===== src/rtl/fp_mul_seq.sv =====
// Multi-cycle IEEE-754 multiplier: unpack/classify, shift-add significand product,
// normalize, round-to-nearest-even, pack. One operation in flight at a time.
module fp_mul_seq #(
    parameter int NEXP = 5,
    parameter int NSIG = 10
) (
    input  logic                 clk,
    input  logic                 reset,
    input  logic                 in_valid,
    output logic                 in_ready,
    input  logic [NEXP+NSIG:0]   a,
    input  logic [NEXP+NSIG:0]   b,
    output logic                 out_valid,
    input  logic                 out_ready,
    output logic [NEXP+NSIG:0]   y,
    output logic [3:0]           flags
);
    localparam int W  = NEXP + NSIG + 1;
    localparam int SW = NSIG + 1;
    localparam int PW = 2 * SW;
    localparam int EW = NEXP + 2;
    localparam int CW = $clog2(NSIG + 1);
    localparam logic signed [EW-1:0] ONE  = EW'(1);
    localparam logic signed [EW-1:0] BIAS = EW'((1 << (NEXP - 1)) - 1);
    localparam logic signed [EW-1:0] EMIN = ONE - BIAS;
    localparam logic [W-1:0] QNAN = {1'b0, {NEXP{1'b1}}, 1'b1, {(NSIG-1){1'b0}}};

    typedef enum logic [2:0] {S_IDLE, S_UNPACK, S_MUL, S_NORM, S_ROUND, S_DONE} state_t;
    typedef enum logic [2:0] {C_NORMAL, C_SUB, C_ZERO, C_INF, C_QNAN, C_SNAN} cls_t;

    state_t                 r_state, w_state_next;
    logic [W-1:0]           r_a, r_b, r_y;
    logic [3:0]             r_flags;
    logic                   r_sign, r_sticky;
    logic signed [EW-1:0]   r_exp;
    logic [PW-1:0]          r_mcand, r_prod;
    logic [SW-1:0]          r_mplier;
    logic [CW-1:0]          r_cnt;

    logic [W-1:0]           w_op   [2];
    cls_t                   w_cls  [2];
    logic signed [EW-1:0]   w_uexp [2];
    logic [SW-1:0]          w_sig  [2];

    assign w_op[0] = r_a;
    assign w_op[1] = r_b;

    genvar gi;
    generate
        for (gi = 0; gi < 2; gi++) begin : g_op
            logic [NEXP-1:0] w_efld;
            logic [NSIG-1:0] w_mfld;
            assign w_efld = w_op[gi][W-2:NSIG];
            assign w_mfld = w_op[gi][NSIG-1:0];
            assign w_cls[gi] = (w_efld == '1) ? ((w_mfld == '0) ? C_INF :
                                                 (w_mfld[NSIG-1] ? C_QNAN : C_SNAN)) :
                               (w_efld == '0) ? ((w_mfld == '0) ? C_ZERO : C_SUB) : C_NORMAL;
            assign w_uexp[gi] = (w_efld == '0) ? EMIN : $signed({2'b00, w_efld}) - BIAS;
            assign w_sig[gi]  = {(w_efld != '0), w_mfld};
        end
    endgenerate

    logic         w_sign, w_any_snan, w_any_qnan, w_any_inf, w_any_zero, w_inf_zero;
    logic         w_special;
    logic [W-1:0] w_spec_y;
    logic [3:0]   w_spec_flags;

    assign w_sign     = r_a[W-1] ^ r_b[W-1];
    assign w_any_snan = (w_cls[0] == C_SNAN) || (w_cls[1] == C_SNAN);
    assign w_any_qnan = (w_cls[0] == C_QNAN) || (w_cls[1] == C_QNAN);
    assign w_any_inf  = (w_cls[0] == C_INF)  || (w_cls[1] == C_INF);
    assign w_any_zero = (w_cls[0] == C_ZERO) || (w_cls[1] == C_ZERO);
    assign w_inf_zero = ((w_cls[0] == C_INF) && (w_cls[1] == C_ZERO)) ||
                        ((w_cls[0] == C_ZERO) && (w_cls[1] == C_INF));

    // NaN outranks infinity, which outranks zero.
    always_comb begin
        w_special    = 1'b1;
        w_spec_y     = '0;
        w_spec_flags = 4'b0000;
        if (w_any_snan || w_inf_zero) begin
            w_spec_y     = QNAN;
            w_spec_flags = 4'b1000;
        end else if (w_any_qnan) begin
            w_spec_y = QNAN;
        end else if (w_any_inf) begin
            w_spec_y = {w_sign, {NEXP{1'b1}}, {NSIG{1'b0}}};
        end else if (w_any_zero) begin
            w_spec_y = {w_sign, {(W-1){1'b0}}};
        end else begin
            w_special = 1'b0;
        end
    end

    // Rounding: hidden bit sits at 2*NSIG, guard just below the kept fraction.
    logic [SW-1:0]        w_mant;
    logic                 w_guard, w_stk, w_inc;
    logic [SW:0]          w_rsum;
    logic signed [EW-1:0] w_rexp;
    logic [NSIG-1:0]      w_frac;
    logic [W-1:0]         w_rnd_y;
    logic [3:0]           w_rnd_flags;

    assign w_mant  = r_prod[PW-2 -: SW];
    assign w_guard = r_prod[NSIG-1];
    assign w_stk   = (|r_prod[NSIG-2:0]) | r_sticky;
    assign w_inc   = w_guard & (w_stk | w_mant[0]);
    assign w_rsum  = {1'b0, w_mant} + {{SW{1'b0}}, w_inc};
    assign w_rexp  = w_rsum[SW] ? r_exp + ONE : r_exp;
    assign w_frac  = w_rsum[SW] ? w_rsum[NSIG:1] : w_rsum[NSIG-1:0];

    always_comb begin
        w_rnd_y     = {r_sign, NEXP'(w_rexp + BIAS), w_frac};
        w_rnd_flags = {3'b000, w_guard | w_stk};
        if (w_rexp > BIAS) begin
            w_rnd_y     = {r_sign, {NEXP{1'b1}}, {NSIG{1'b0}}};
            w_rnd_flags = 4'b0101;
        end else if (w_rexp < EMIN) begin
            w_rnd_y     = {r_sign, {(W-1){1'b0}}};
            w_rnd_flags = 4'b0011;
        end
    end

    always_ff @(posedge clk) begin
        if (reset) r_state <= S_IDLE;
        else       r_state <= w_state_next;
    end

    always_comb begin
        w_state_next = r_state;
        in_ready     = 1'b0;
        out_valid    = 1'b0;
        case (r_state)
            S_IDLE: begin
                in_ready = 1'b1;
                if (in_valid) w_state_next = S_UNPACK;
            end
            S_UNPACK: w_state_next = w_special ? S_DONE : S_MUL;
            S_MUL:    if (r_cnt == CW'(NSIG)) w_state_next = S_NORM;
            S_NORM:   if (r_prod[PW-1] || r_prod[PW-2]) w_state_next = S_ROUND;
            S_ROUND:  w_state_next = S_DONE;
            S_DONE: begin
                out_valid = 1'b1;
                if (out_ready) w_state_next = S_IDLE;
            end
            default:  w_state_next = S_IDLE;
        endcase
    end

    always_ff @(posedge clk) begin
        if (reset) begin
            r_a      <= '0;
            r_b      <= '0;
            r_y      <= '0;
            r_flags  <= '0;
            r_sign   <= 1'b0;
            r_sticky <= 1'b0;
            r_exp    <= '0;
            r_mcand  <= '0;
            r_prod   <= '0;
            r_mplier <= '0;
            r_cnt    <= '0;
        end else begin
            case (r_state)
                S_IDLE: begin
                    if (in_valid) begin
                        r_a <= a;
                        r_b <= b;
                    end
                end
                S_UNPACK: begin
                    r_sign   <= w_sign;
                    r_exp    <= w_uexp[0] + w_uexp[1];
                    r_mcand  <= {{SW{1'b0}}, w_sig[0]};
                    r_mplier <= w_sig[1];
                    r_prod   <= '0;
                    r_sticky <= 1'b0;
                    r_cnt    <= '0;
                    if (w_special) begin
                        r_y     <= w_spec_y;
                        r_flags <= w_spec_flags;
                    end
                end
                S_MUL: begin
                    r_prod   <= r_prod + (r_mplier[0] ? r_mcand : '0);
                    r_mcand  <= r_mcand << 1;
                    r_mplier <= r_mplier >> 1;
                    r_cnt    <= r_cnt + CW'(1);
                end
                S_NORM: begin
                    if (r_prod[PW-1]) begin
                        r_prod   <= r_prod >> 1;
                        r_sticky <= r_sticky | r_prod[0];
                        r_exp    <= r_exp + ONE;
                    end else if (!r_prod[PW-2]) begin
                        r_prod <= r_prod << 1;
                        r_exp  <= r_exp - ONE;
                    end
                end
                S_ROUND: begin
                    r_y     <= w_rnd_y;
                    r_flags <= w_rnd_flags;
                end
                default: ;
            endcase
        end
    end

    assign y     = r_y;
    assign flags = r_flags;
endmodule


===== config.mk =====
export PLATFORM = sky130hd
export DESIGN_NAME = fp_mul_seq
export DESIGN_NICKNAME = d
export VERILOG_FILES = /design/src/rtl/fp_mul_seq.sv
export SDC_FILE = /design/constraint.sdc
export NUM_CORES = 1
export LEC_CHECK = 0
export ABC_AREA = 1
export CAP_MARGIN = 20
export CORE_ASPECT_RATIO = 0.9
export CORE_MARGIN = 4
export CORE_UTILIZATION = 45
export DETAILED_ROUTE_END_ITERATION = 8
export HOLD_SLACK_MARGIN = 0.06
export PLACE_DENSITY = 0.66
export REMOVE_ABC_BUFFERS = 1
export SKIP_LAST_GASP = 1
export SLEW_MARGIN = 20
export SYNTH_ARGS = -nofsm -noshare
export SYNTH_HDL_FRONTEND = slang
export SYNTH_SLANG_ARGS = --single-unit

===== constraint.sdc =====
create_clock -name clk -period 2.4 [get_ports clk]
set_input_delay 0.48 -clock clk [delete_from_list [all_inputs] [get_ports clk]]
set_output_delay 0.48 -clock clk [all_outputs]
set_load 0.01 [all_outputs]

# [After elaboration in Yosys (flattened, before gate mapping)]
# Cells that the tools add are included.
[totals] ff_bits=123 latchBits=0 ramBits=0 rom_bits=0 input_bits=36 out_inout_bits=22 word_cells=131 mem_count=0
[classes] addsub=9 mul=0 div=0 n_lt_le_gt_ge=2 n_eq_ne=23 shifts=0 muxes=51 n_bitwise=6 n_reduce_logical=27
[ops] op="16-bit 2-to-1 mux" n=5
[ops] op="22-bit case mux with 3 select lines" n=1
[ops] op="22-bit case mux with 2 select lines" n=1
[ops] op="21-bit 2-to-1 mux" n=2
[ops] op="7-bit 2-to-1 mux" n=5
[ops] op="16-bit case mux with 2 select lines" n=1
[ops] op="15-bit 2-to-1 mux" n=2
[ops] op="3-bit 2-to-1 mux" n=10
[ops] op="22-bit adder" n=1
[ops] op="22-bit 2-to-1 mux" n=1
[ops] op="11-bit case mux with 2 select lines" n=1
[ops] op="10-bit zero test" n=2
[ops] op="3-bit by 2-bit == test with 1-bit output, second input constant" n=6
[ops] op="3-bit == test, second input constant" n=6
[ops] op="3-bit case mux with 6 select lines" n=1
[ops] op="4-bit case mux with 2 select lines" n=2
[ops] op="7-bit case mux with 2 select lines" n=1
[ops] op="11-bit by 1-bit adder with 12-bit output" n=1
[ops] op="2-bit inequality test, second input constant" n=6
[ops] op="5-bit by 4-bit subtractor with 6-bit output, second input constant" n=2
[ops] op="5-bit == test, second input constant" n=2
[ops] op="5-bit zero test" n=2
[ops] op="10-bit 2-to-1 mux" n=1
[ops] op="2-bit 2-to-1 mux" n=5
[ops] op="25 further kinds" n=51

# [Depth between registers and ports, before layout]
# Gate-level depths: netlist (run 1).
[logic_depth] ltp_word=12 ltp_mapped=19 mapped_depth_nobuf=19

# [Least setup slack after synthesis (run 1)]
# No wires, ideal clock.
[synth_timing] kind="flip-flop to flip-flop" from="register r_mplier[0]" to="register r_prod[20]" setup_time_ns=0.122 t_arrival_ns=2.173 t_required_ns=2.278 path_slack_ns=0.106 stages_incl_launch_ff=13 n_path_buf=1 period_less_slack_ns=2.294 cell_sequence="dfxtp_1 -> clkbuf_1 -> nand2_1 -> inv_1 -> ha_1 -> inv_1 -> fa_1 -> o31ai_1 -> nand3_1 -> nand3_1 -> a21oi_1 -> o21ai_0 -> a21oi_1"
[synth_between] elab_chain_len=3
[synth_rtl] item="start: declaration" line_no="37" source="logic [SW-1:0] r_mplier;"
[synth_rtl] item="start signal: assignment" line_no="175" source="r_mplier <= w_sig[1];"
[synth_rtl] item="start signal: assignment" line_no="187" source="r_mplier <= r_mplier >> 1;"
[synth_rtl] item="22-bit 2-to-1 mux" line_no="185" source="r_prod <= r_prod + (r_mplier[0] ? r_mcand : '0);"
[synth_rtl] item="22-bit adder" line_no="185"
[synth_rtl] item="22-bit case mux with 3 select lines" line_no="164" source="case (r_state)"
[synth_rtl] item="end signal: assignment" line_no="185"
[synth_rtl] item="end signal: assignment" line_no="192" source="r_prod <= r_prod >> 1;"
[synth_rtl] item="end signal: assignment" line_no="196" source="r_prod <= r_prod << 1;"
[synth_rtl] item="end: declaration" line_no="36" source="logic [PW-1:0] r_mcand, r_prod;"
# No other way between the ends.
# A chain may end at the register's enable or synchronous reset.

# [Worst setup path in the final report (run 1)]
[layout_timing] from="register r_a[11]" to="register r_exp[5]"
[layout_between] elab_chain_len=4 elab_cells_between_ends=5 cone_classes="add/sub: 2; mux: 2; reduce/logical: 1"
[layout_rtl] item="start: declaration" line_no="32" source="logic [W-1:0] r_a, r_b, r_y;"
[layout_rtl] item="start signal: assignment" line_no="152" source="r_a <= '0;"
[layout_rtl] item="start signal: assignment" line_no="167" source="r_a <= a;"
[layout_rtl] item="5-bit by 4-bit subtractor with 6-bit output / 5-bit zero test (equally long branches)" line_no="58" source="assign w_uexp[gi] = (w_efld == '0) ? EMIN : $signed({2'b00, w_efld}) - BIAS;"
[layout_rtl] item="7-bit 2-to-1 mux *" line_no="58"
[layout_rtl] item="7-bit adder *" line_no="173" source="r_exp <= w_uexp[0] + w_uexp[1];"
[layout_rtl] item="7-bit case mux with 2 select lines *" line_no="164"
[layout_rtl] item="end signal: assignment" line_no="173"
[layout_rtl] item="end signal: assignment" line_no="194" source="r_exp <= r_exp + ONE;"
[layout_rtl] item="end signal: assignment" line_no="197" source="r_exp <= r_exp - ONE;"
[layout_rtl] item="end: declaration" line_no="35" source="logic signed [EW-1:0] r_exp;"
# Every way passes the cells marked *; elsewhere a longest branch is shown, timed or not.

==> key figures, run 1 <==
Timing
  – Period utilization: 96.7%
  – Measured slew at the worst slew-check pin: around 810 ps
  – Max-slew violations: 0
  – Clk_skew: about 6.5 ps
  – Fin. Hold Viols: 0
  – RSZ-0062 raised after global routing: true
  – Final setup vio count: 0
  – Slew margin rel.: ~46%
  – Max Clock Freq: between 400 and 500 MHz
  – Final hold slack: 451 ps
  – Min cycle time layout: roughly 2300 ps

Power
  – Leakage power: around 4.3 nW
  – Switching Fraction: 41.5%
  – Maximum vdd ir drop: 590 µV
  – Power per cell area: 993 nW/µm²
  – Comb power frac: 43.6%
  – Sequential Power Share: between 20% and 30%
  – Clock Power Share: roughly 27%
  – Int Pwr: about 0.0058 W
  – Sw power: around 0.004 W

Worst setup path
  – Reg-to-reg startpoint: r_a[11]
  – Worst Path Arrival: 2690 ps
  – CP Data Required Time: 2770 ps
  – Crit path kind: register to register
  – CP Max Fanout: 3
  – Critical path startpoint category: register
  – Worst Setup End Kind: register
  – Critical path launch point: r_a[11]

Floorplan
  – IO Pins: 58
  – Core Footprint: approximately 17000 µm²
  – Die extent in x: about 150 µm
  – Initial Util: between 40 and 50%
  – Row count: between 40 and 50
  – DIE HEIGHT: 134 µm
  – Die area: 19900 µm²

GRT
  – Largest net degree at the start of global routing: 70
  – Overflow after GRT: 0
  – Antenna violations before repair: 0
  – Vias in the first global route: 7444
  – First-pass GRT wire length: ~36000 µm
  – Gr usage total: 21.7%

Clock tree
  – Root Buffer: clkbuf_16
  – Inserted Clock Buffers: 17
  – Clock sink total: about 120
  – Hold bufs inserted after CTS: 0
  – Worst skew pair latency: between 400 and 500 ps
  – H-tree depth: 4
  – Clock tree buffer depth: 2
  – CTS tree: done
  – Clk slew on worst S/H paths: about 60 ps

Logic synthesis
  – Mapped Cells: 1208
  – Largest area contributor in the netlist: dfxtp_1
  – EDFF count, synth: 0
  – Seq/Total Area, Yosys: roughly 30%
  – Ys async rst share: 0%
  – Synth top area cells: dfxtp_1, nand2_1, a21oi_1, o21ai_0, inv_1
  – Cell Area, Synth: roughly 8000 µm²
  – Distinct cells, synth: 48
  – Number of synthesized register bits: around 120
  – Syn. warnings: 0
  – Top_reg_cell synth: dfxtp_1
  – Syn Area/Cell: 6.60 µm²
  – Synth top area share: between 30% and 40%

Placement
  – IO buf count: 57
  – Placed cell count: between 1000 and 1500
  – Detail Placement HPWL: around 16000 µm
  – Routability cong.: ~0.96

Run status
  – Status: complete, no violations

Drt
  – Drt via density: 5.33
  – Drt pass-1 iters: 5
  – Initial DRC Count: 615
  – Drt wl/cell: approximately 14 µm
  – Routed via count: about 8000
  – Post-route ant nets: 0
  – DRC: 0
  – Routed wire length: roughly 22000 µm

Layout
  – Non-filler cells, final: 1535
  – Ratio of cells with drive above 1 in the final layout: between 10% and 20%
  – Area growth, synth to finish: 24.7%
  – Multi-input gate area: 4970 µm²
  – Antenna cells: 0
  – Nets: ~1400
  – Sequential cell area: about 2500 µm²
  – Number of fill cells: 1677

Job
  – Total of max-cap violations: 0

Min path
  – HP Start: r_sticky
  – Hold Path Class: register to register
-- power by group through the flow --
stage / Clock (W) / Sequential [W] / Combinational [W]
after floorplan: 0 / 0.00286 / 0.00268
after global placement: 0 / 0.00291 / 0.00396
after detailed placement: 0 / 0.00291 / 0.00400
after CTS: 0.00267 / 0.00288 / 0.00404
after global routing: 0.00276 / 0.00298 / 0.00484
final: 0.00264 / 0.00292 / 0.00431
-- metrics by stage --
stage | utilization (%) | TNS [ps] | instance area (µm²) | setup slack (ps) | total power [W]
floorplan | - | -18680 | 7770 | -586 | 0.00554
global placement | 52.5 | 0 | 8990 | 27.4 | 0.00686
detailed placement | 52.5 | -268 | 8990 | -55.9 | 0.00691
CTS | 56.0 | -12.2 | 9590 | -12.2 | 0.00958
global route | 58.1 | -805 | 9950 | -80.5 | 0.0106
finish | 58.1 | 0 | 9950 | 79.0 | 0.00988
-- Yosys cell counts (4+ instances only) --
library cell / count
clkbuf_1: 41
nand2_2: 12
nand3_2: 4
buf_2: 9
nor4_1: 4
dfxtp_1: 123
a22oi_1: 5
xnor2_1: 4
nand3_1: 81
o21bai_1: 6
ha_1: 40
nand2_1: 258
nor2_1: 94
xor2_1: 13
inv_1: 141
a221oi_1: 15
o211ai_1: 6
a31oi_1: 14
nor3_1: 12
nand4_1: 14
or2_2: 7
nand3b_1: 6
nand2_4: 5
a21oi_1: 148
o21ai_0: 107
-- per-layer routing --
| metal | share of wire, % | up-vias | track usage (%) |
|---|---|---|---|
| li1 | - | 4197 | - |
| met1 | 50 | 3750 | 31.3 |
| met2 | 44 | 216 | 33.7 |
| met3 | 5.6 | 14 | 4.56 |
| met4 | 0.84 | 0 | 4.36 |
| met5 | 0 | - | 0 |
-- final timing paths --
| kind | cells after the start | to | slack, ps |
|---|---|---|---|
| min | 2 | r_sticky | 450 |
| min reg2reg | 2 | r_sticky | 450 |
| max | 17 | r_exp[5] | 80 |
| max reg2reg | 17 | r_exp[5] | 80 |
-- state kept, by name, summed over array words and instances, names as in the netlist --
name      count
r_sign        1
r_sticky      1
r_b          16
r_cnt         4
y            16
r_mplier     11
r_prod       22
r_a          16
r_exp         7
r_mcand      22
r_state       3
flags         4
-- area by class of cell --
class                   count  share of cell area (%)
clock buffers              18                    4.31
clock inverters            13                    1.66
inverters                 146                    5.58
multi-input cells         887                    50.0
flip-flops and latches    123                    25.0
well taps                 235                    2.96
repair buffers            113                    10.5
-- layout by cell type (no fill, tap or decap), types with 5 or more instances in the layout --
cell / netlist / routed
clkdlybuf4s50_1: 0 / 55
nand2_1: 258 / 248
nor2_2: 3 / 10
nor3_1: 12 / 8
nand3_1: 81 / 78
nand4_1: 14 / 14
o21ai_1: 0 / 5
a21oi_2: 1 / 9
nor2_4: 3 / 5
ha_1: 40 / 32
dfxtp_2: 0 / 5
inv_1: 141 / 130
nand3b_1: 6 / 6
nand2_4: 5 / 7
nand2_2: 12 / 20
xor2_1: 13 / 13
ha_2: 0 / 5
clkbuf_16: 0 / 19
o21ai_0: 107 / 101
nor2_1: 94 / 85
nor3_2: 2 / 5
a21oi_1: 148 / 140
a31oi_1: 14 / 14
buf_4: 0 / 52
a221oi_1: 15 / 15
inv_2: 3 / 11
dfxtp_1: 123 / 114
o211ai_1: 6 / 6
o21bai_1: 6 / 6
or2_2: 7 / 7
a22oi_1: 5 / 5
nand3_2: 4 / 7
-- logic make-up after synthesis --
| logic type | Yosys count | synth area share [%] |
|---|---|---|
| and+or+nand+nor | 509 | 28.8 |
| adders and majority gates | 42 | 6.78 |
| AOI/OAI and AO/OA | 319 | 22.2 |
| DFF | 123 | 30.9 |
| buffers and inverters | 198 | 9.47 |
| xor gates and xnor gates | 17 | 1.87 |
-- timing repair --
item / in CTS / in global routing
cloned: 0 / 2
buffers inserted: 0 / 10
gates resized for setup: 4 / 88
pin swaps: 0 / 27
setup endpoints to repair: 10 / 40
endpoints found under the hold margin: 0 / 0
-- critical path, stage by stage (launching register included) --
cell,delay [ps]
dfxtp_4,380
inv_4,50
ha_4,150
inv_2,60
nor2_4,40
nand2_2,90
o21ai_1,60
a21oi_1,160
ha_1,280
a21o_1,210
o21ai_2,160
nand2_1,80
a21oi_2,140
xor2_1,140
nand2_1,70
nand2_1,60
o211ai_1,70
inv_1,70
Power figures use the tool's default switching activity.
==> run 2, diff against run 1 <==
--- a/config.mk
+++ b/config.mk
@@ -11,6 +11,7 @@
 export CORE_MARGIN = 4
 export CORE_UTILIZATION = 45
 export DETAILED_ROUTE_END_ITERATION = 8
+export GPL_ROUTABILITY_DRIVEN = 0
 export HOLD_SLACK_MARGIN = 0.06
 export PLACE_DENSITY = 0.66
 export REMOVE_ABC_BUFFERS = 1
==> run 2 against run 1 <==
Effect of this change: die area unchanged; via count grew 1.3%; maximum frequency rose by 0.98%; register-to-register slack gained 20 ps; combinational power hardly changed; utilization shrank 0.13 points; critical path depth unchanged; critical path type unchanged; critical endpoint is now y[11]; largest cell class unchanged.
==> key figures, run 2 (synthesis results as in run 1) <==
Floorplan
  – Initial Util: 46.6% (unchanged)
  – Die area: 19900 µm² (unchanged)
  – DIE HEIGHT: 134 µm (unchanged)
  – Core Footprint: 17100 µm² (unchanged)
  – Die extent in x: 148 µm (unchanged)
  – IO Pins: 58 (unchanged)
  – Row count: 45 (unchanged)

Worst setup path
  – CP Max Fanout: 7 (+4)
  – Worst Setup End Kind: register
  – Crit path kind: register to register
  – CP Data Required Time: 2760 ps (about the same)
  – R2R Setup Slk: 100 ps (+20 ps)
  – Cell count of the worst reg-to-reg path: 17 (unchanged)
  – Reg-to-reg startpoint: r_b[10]
  – Critical path startpoint category: register
  – Worst Path Arrival: 2650 ps (-40 ps)
  – FF-to-FF End: y[11]

Timing
  – Clk_skew: 6.54 ps (+0.00974 ps)
  – Final setup vio count: 0 (unchanged)
  – Fin. Hold Viols: 0 (unchanged)
  – Max Clock Freq: 435 MHz (+0.98%)
  – Period utilization: 95.8% (-0.93 points)
  – Measured slew at the worst slew-check pin: 827 ps (+18.7 ps)
  – Slew margin rel.: 44.9% (-1.2 points)
  – Final hold slack: 455 ps (+3.13 ps)
  – Min cycle time layout: 2300 ps (-22.4 ps)
  – RSZ-0062 raised after global routing: true
  – Max-slew violations: 0 (unchanged)

Power
  – Leakage power: 4.30 nW (-0.37%)
  – Maximum vdd ir drop: 720 µV (+22%)
  – Int Pwr: 0.00557 W (-3.6%)
  – Power per cell area: 975 nW/µm² (-1.8%)
  – Sequential Power Share: 30.0% (+0.4 points)
  – Comb power frac: 44.8% (+1.2 points)
  – Switching Fraction: 42.5% (+0.95 points)
  – Clock Power Share: 25.3% (-1.5 points)
  – Sw power: 0.00411 W (+0.24%)

Drt
  – Routed wire length: 22100 µm (+0.64%)
  – Drt via density: 5.39 (+1.2%)
  – Post-route ant nets: 0 (unchanged)
  – Drt pass-1 iters: 6 (+1)
  – Initial DRC Count: 736 (+20%)
  – DRC: 0 (unchanged)
  – Routed via count: 8284 (+1.3%)
  – Drt wl/cell: 14.4 µm (+0.57%)

Run status
  – Status: complete, no violations

Clock tree
  – Clock tree buffer depth: 2 (unchanged)
  – Inserted Clock Buffers: 17 (unchanged)
  – Hold bufs inserted after CTS: 0 (unchanged)
  – Clk slew on worst S/H paths: 60 ps (about the same)
  – H-tree depth: 4 (unchanged)
  – Root Buffer: clkbuf_16
  – Worst skew pair latency: 430 ps (about the same)
  – CTS tree: done
  – Clock sink total: 123 (unchanged)

Layout
  – Leading cell type in the layout, fill and taps excluded: nand2_1
  – Biggest regs: r_mcand: 22 flops, r_prod: 22 flops
  – Ratio of cells with drive above 1 in the final layout: 16.0% (+0.53 points)
  – Antenna cells: 0 (unchanged)
  – Area growth, synth to finish: 24.4%
  – Nets: 1366 (unchanged)
  – Most frequent cells in the layout: nand2_1, a21oi_1, inv_1
  – Design area: 9930 µm² (-0.23%)
  – Post-route core utilization: 58.0% (-0.13 points)

GRT
  – Gr usage total: 22.2% (+0.47 points)
  – Antenna violations before repair: 0 (unchanged)
  – Overflow after GRT: 0 (unchanged)
  – First-pass GRT wire length: 36400 µm (+1.7%)
  – Vias in the first global route: 7417 (-0.36%)
  – Largest net degree at the start of global routing: 70 (unchanged)

Job
  – Total of max-cap violations: 0 (unchanged)

Min path
  – Hold path cells: 2 (unchanged)
  – Worst hold endpoint: r_sticky
  – Hold Path Class: register to register
  – HP Start: r_sticky

Placement
  – IO buf count: 57 (unchanged)
  – Detail Placement HPWL: 15500 µm (-0.71%)
  – Dpl cell area: 8970 µm² (-0.25%)
[run 2: metal layers]
| metal | global-route usage (%) | share of wire [%] | vias up |
|---|---|---|---|
| met2 | 33.8 | 43 | 259 |
| li1 | - | - | 4203 |
| met5 | 0 | 0 | - |
| met1 | 31.5 | 48 | 3794 |
| met4 | 6.05 | 1.7 | 0 |
| met3 | 5.27 | 6.9 | 28 |
[run 2: layout make-up]
cell class	count	area, µm²
clock buffer	19	433
clock inverter	13	119
fill	1705	7190
inverter	146	548
multi-input combinational	887	5010
sequential	123	2480
tap	235	294
timing repair buffer	113	1050
[run 2: power by group through the flow]
stage | registers (W) | logic, W | clock network [W]
after global placement | 0.00290 | 0.00394 | 0
after floorplan | 0.00286 | 0.00268 | 0
after CTS | 0.00286 | 0.00403 | 0.00249
after global routing | 0.00297 | 0.00487 | 0.00258
final | 0.00290 | 0.00433 | 0.00245
after detailed placement | 0.00290 | 0.00399 | 0
[run 2: timing repair]
action / in CTS / in global routing
cloned: 0 / 2
setup endpoints to repair: 10 / 39
gates resized for setup: 4 / 89
pin swaps: 0 / 27
setup buffers: 0 / 13
[run 2: stage by stage]
stage | setup slack [ps] | TNS, ps | std cells | power, W
after CTS | -0.0191 | -0.0191 | 1521 | 0.00938
after detailed placement | -69.4 | -333 | 1489 | 0.00689
after global routing | -69.5 | -236 | 1536 | 0.0104
final | 101 | 0 | 1536 | 0.00968
after global placement | 29.7 | 0 | 1489 | 0.00683
after floorplan | -586 | -18680 | 1156 | 0.00554
[run 2: worst max-delay path, cell delays in order (launching register included)]
cell	delay, ps
dfxtp_4	370
ha_4	130
nand2_1	60
nor2_1	120
ha_2	190
inv_2	60
nor2_4	140
a21oi_1	60
nand2_1	90
nand2_1	60
nand2_1	110
nand4_1	170
nand2_4	200
buf_12	140
nand3_1	70
nand2_1	100
inv_1	50
a21oi_2	100
[run 2: how the worst max path moves through the flow]
| stage | end | from | slack [ps] | depth (start not counted) |
|---|---|---|---|---|
| 3_5_place_dp | y[11] | r_b[10] | -70 | 15 |
| 6_report | y[11] | r_b[10] | 100 | 17 |
| 2_1_floorplan | r_mcand[3] | r_state[1] | -590 | 7 |
| 3_3_place_gp | y[10] | r_b[10] | 30 | 15 |
| 5_1_grt | r_exp[5] | r_a[11] | -70 | 17 |
| 4_1_cts | y[11] | r_b[10] | -0.02 | 17 |
==> run 3, diff against run 2 <==
--- a/config.mk
+++ b/config.mk
@@ -9,11 +9,11 @@
 export CAP_MARGIN = 20
 export CORE_ASPECT_RATIO = 0.9
 export CORE_MARGIN = 4
-export CORE_UTILIZATION = 45
+export CORE_UTILIZATION = 50
 export DETAILED_ROUTE_END_ITERATION = 8
 export GPL_ROUTABILITY_DRIVEN = 0
 export HOLD_SLACK_MARGIN = 0.06
-export PLACE_DENSITY = 0.66
+export PLACE_DENSITY = 0.72
 export REMOVE_ABC_BUFFERS = 1
 export SKIP_LAST_GASP = 1
 export SLEW_MARGIN = 20
==> run 3 against run 2 <==
Effect of this change: wire length decreased by 0.50%; register-to-register slack got worse by 30 ps; sequential power about the same; maximum frequency decreased by 3.7%; clock power increased by 6%; total power increased by 1.7%; cell area decreased by 0.44%; utilization increased by 5.6 points; flip-flop and latch count unchanged; critical endpoint is now out_valid; largest cell class unchanged; largest power group unchanged; highest routed layer unchanged.
==> key figures, run 3 (synthesis results as in run 1) <==
Worst setup path
  – Worst Path Arrival: 1910 ps (-740 ps)
  – Crit-path slowest cell: clkdlybuf4s50_1
  – FF-to-FF End: y[11]
  – CP Data Required Time: 1920 ps (-840 ps)
  – Crit path kind: register to primary output
  – R2R Setup Slk: 70 ps (-30 ps)
  – Reg-to-reg startpoint: r_b[10]
  – Critical path depth: 3 (-14)
  – Cell count of the worst reg-to-reg path: 17 (unchanged)
  – Worst Setup End Kind: primary output
  – CP max stage delay: 610 ps (+240 ps)
  – Critical path startpoint category: register
  – CP top delay family: buffers and inverters
  – CP cell instances: inv_1 > nor3_1 > clkdlybuf4s50_1
  – CP Max Fanout: 5 (-2)
  – Number of buffers and inverters on the critical path: 2 (-1)

Layout
  – Antenna cells: 0 (unchanged)
  – Ratio of cells with drive above 1 in the final layout: 14.7% (-1.3 points)
  – Nets: 1365 (-0.073%)
  – Non-filler cells, final: 1501 (-2.3%)
  – Area growth, synth to finish: 23.9%
  – Most frequent cells in the layout: nand2_1, a21oi_1, inv_1
  – Biggest regs: r_mcand: 22 flops, r_prod: 22 flops
  – Post-route core utilization: 63.6% (+5.6 points)
  – Leading cell type in the layout, fill and taps excluded: nand2_1

Timing
  – Clk_skew: 8.13 ps (+1.59 ps)
  – Period utilization: 99.4% (+3.6 points)
  – Measured slew at the worst slew-check pin: 809 ps (-18.0 ps)
  – Slew margin rel.: 46.0% (+1.2 points)
  – Fin. Hold Viols: 0 (unchanged)
  – Final setup vio count: 0 (unchanged)
  – Min cycle time layout: 2390 ps (+87.3 ps)
  – Max Clock Freq: 419 MHz (-3.7%)
  – Setup ws final: 14.1 ps (-87.3 ps)
  – Max-slew violations: 0 (unchanged)
  – Final hold slack: 458 ps (+3.33 ps)
  – RSZ-0062 raised after global routing: true

Placement
  – Pre-CTS setup slack: -24.8 ps (+44.7 ps)
  – Detail Placement HPWL: 15400 µm (-0.86%)
  – Placed cell count: 1453 (-2.4%)
  – IO buf count: 57 (unchanged)

Power
  – Sw power: 0.00407 W (-1.0%)
  – Comb power frac: 44.1% (-0.7 points)
  – Power per cell area: 996 nW/µm² (+2.1%)
  – Sequential Power Share: 29.6% (-0.4 points)
  – Switching Fraction: 41.4% (-1.1 points)
  – Maximum vdd ir drop: 787 µV (+9.3%)
  – Leakage power: 4.31 nW (+0.35%)
  – Int Pwr: 0.00577 W (+3.7%)
  – Total power draw: 0.00984 W (+1.7%)
  – Clock Power Share: 26.3% (+1.0 points)

GRT
  – Overflow after GRT: 0 (unchanged)
  – Largest net degree at the start of global routing: 70 (unchanged)
  – Vias in the first global route: 7336 (-1.1%)
  – Gr usage total: 23.7% (+1.5 points)
  – First-pass GRT wire length: 35300 µm (-3.0%)
  – Antenna violations before repair: 0 (unchanged)

Drt
  – Routed via count: 8222 (-0.75%)
  – DR top layer: met4
  – M1 wire length: 10300 µm (-3.6%)
  – Routed wire length: 22000 µm (-0.50%)
  – Initial DRC Count: 570 (-23%)
  – Post-route ant nets: 0 (unchanged)
  – Drt pass-1 iters: 7 (+1)
  – Routed wl met2: 9730 µm (+2.2%)
  – Met3 wire length: 1680 µm (+9.5%)
  – DRC: 0 (unchanged)
  – Drt wl/cell: 14.7 µm (+1.8%)
  – Drt via density: 5.48 (+1.6%)

Floorplan
  – DIE HEIGHT: 128 µm (-4.8%)
  – Core Footprint: 15500 µm² (-9.2%)
  – Die area: 18000 µm² (-9.5%)
  – IO Pins: 58 (unchanged)
  – Die extent in x: 141 µm (-4.9%)
  – Row count: 43 (-4.4%)
  – Initial Util: 51.3% (+4.7 points)

Min path
  – HP Start: r_sticky
  – Hold Path Class: register to register
  – Worst hold endpoint: r_sticky
  – Hold path cells: 2 (unchanged)

Clock tree
  – Worst skew pair latency: 420 ps (about the same)
  – Inserted Clock Buffers: 17 (unchanged)
  – CTS tree: done
  – Clock tree buffer depth: 2 (unchanged)
  – Root Buffer: clkbuf_16
  – Clock sink total: 123 (unchanged)
  – Hold bufs inserted after CTS: 0 (unchanged)
  – Clk slew on worst S/H paths: 60 ps (about the same)
  – H-tree depth: 4 (unchanged)

Run status
  – Status: complete, no violations

Job
  – Total of max-cap violations: 0 (unchanged)
## run 3: worst max-delay path by stage
| stage | startpoint | end | slack (ps) |
|---|---|---|---|
| 2_1_floorplan | r_state[1] | r_mcand[3] | -590 |
| 3_3_place_gp | r_b[10] | y[10] | 40 |
| 3_5_place_dp | r_b[10] | y[9] | -20 |
| 4_1_cts | r_state[0] | out_valid | 2 |
| 5_1_grt | r_b[10] | y[11] | -70 |
| 6_report | r_state[0] | out_valid | 10 |
## run 3: tightest hold or removal path: stages (launching register included)
cell and delay, ps:
dfxtp_1 290, inv_1 60, a21oi_1 60
## run 3: metal layers
layer | global-route usage [%] | up-vias
met4 | 6.50 | 0
met3 | 5.97 | 25
met1 | 33.3 | 3721
met2 | 36.3 | 283
li1 | - | 4193
met5 | 0 | -
## run 3: metrics by stage
stage          instance area (µm²)  TNS [ps]
5_1_grt                       9880      -782
6_report                      9880         0
3_5_place_dp                  8930     -82.0
2_1_floorplan                 7770    -18680
3_3_place_gp                  8930         0
4_1_cts                       9520         0
## run 3: final cells by class
class                   instances  area (µm²)
fillers                      1423        5670
multi-input cells             887        4940
clock buffers                  19         453
well taps                     202         253
repair buffers                112        1060
flip-flops and latches        123        2480
inverters                     146         556
clock inverters                12         136
## run 3: timing repair
action                                  in CTS  in global routing
cloned                                       0                  2
gates resized for setup                      3                 77
endpoints found under the setup margin       9                 40
setup buffers                                0                 15
pin swaps                                    0                 25
## run 3: power by group through the flow
stage | registers, W | clock network, W | logic [W]
floorplan | 0.00286 | 0 | 0.00268
global route | 0.00297 | 0.00273 | 0.00490
detailed placement | 0.00290 | 0 | 0.00400
finish | 0.00291 | 0.00259 | 0.00434
CTS | 0.00286 | 0.00262 | 0.00402
global placement | 0.00289 | 0 | 0.00395
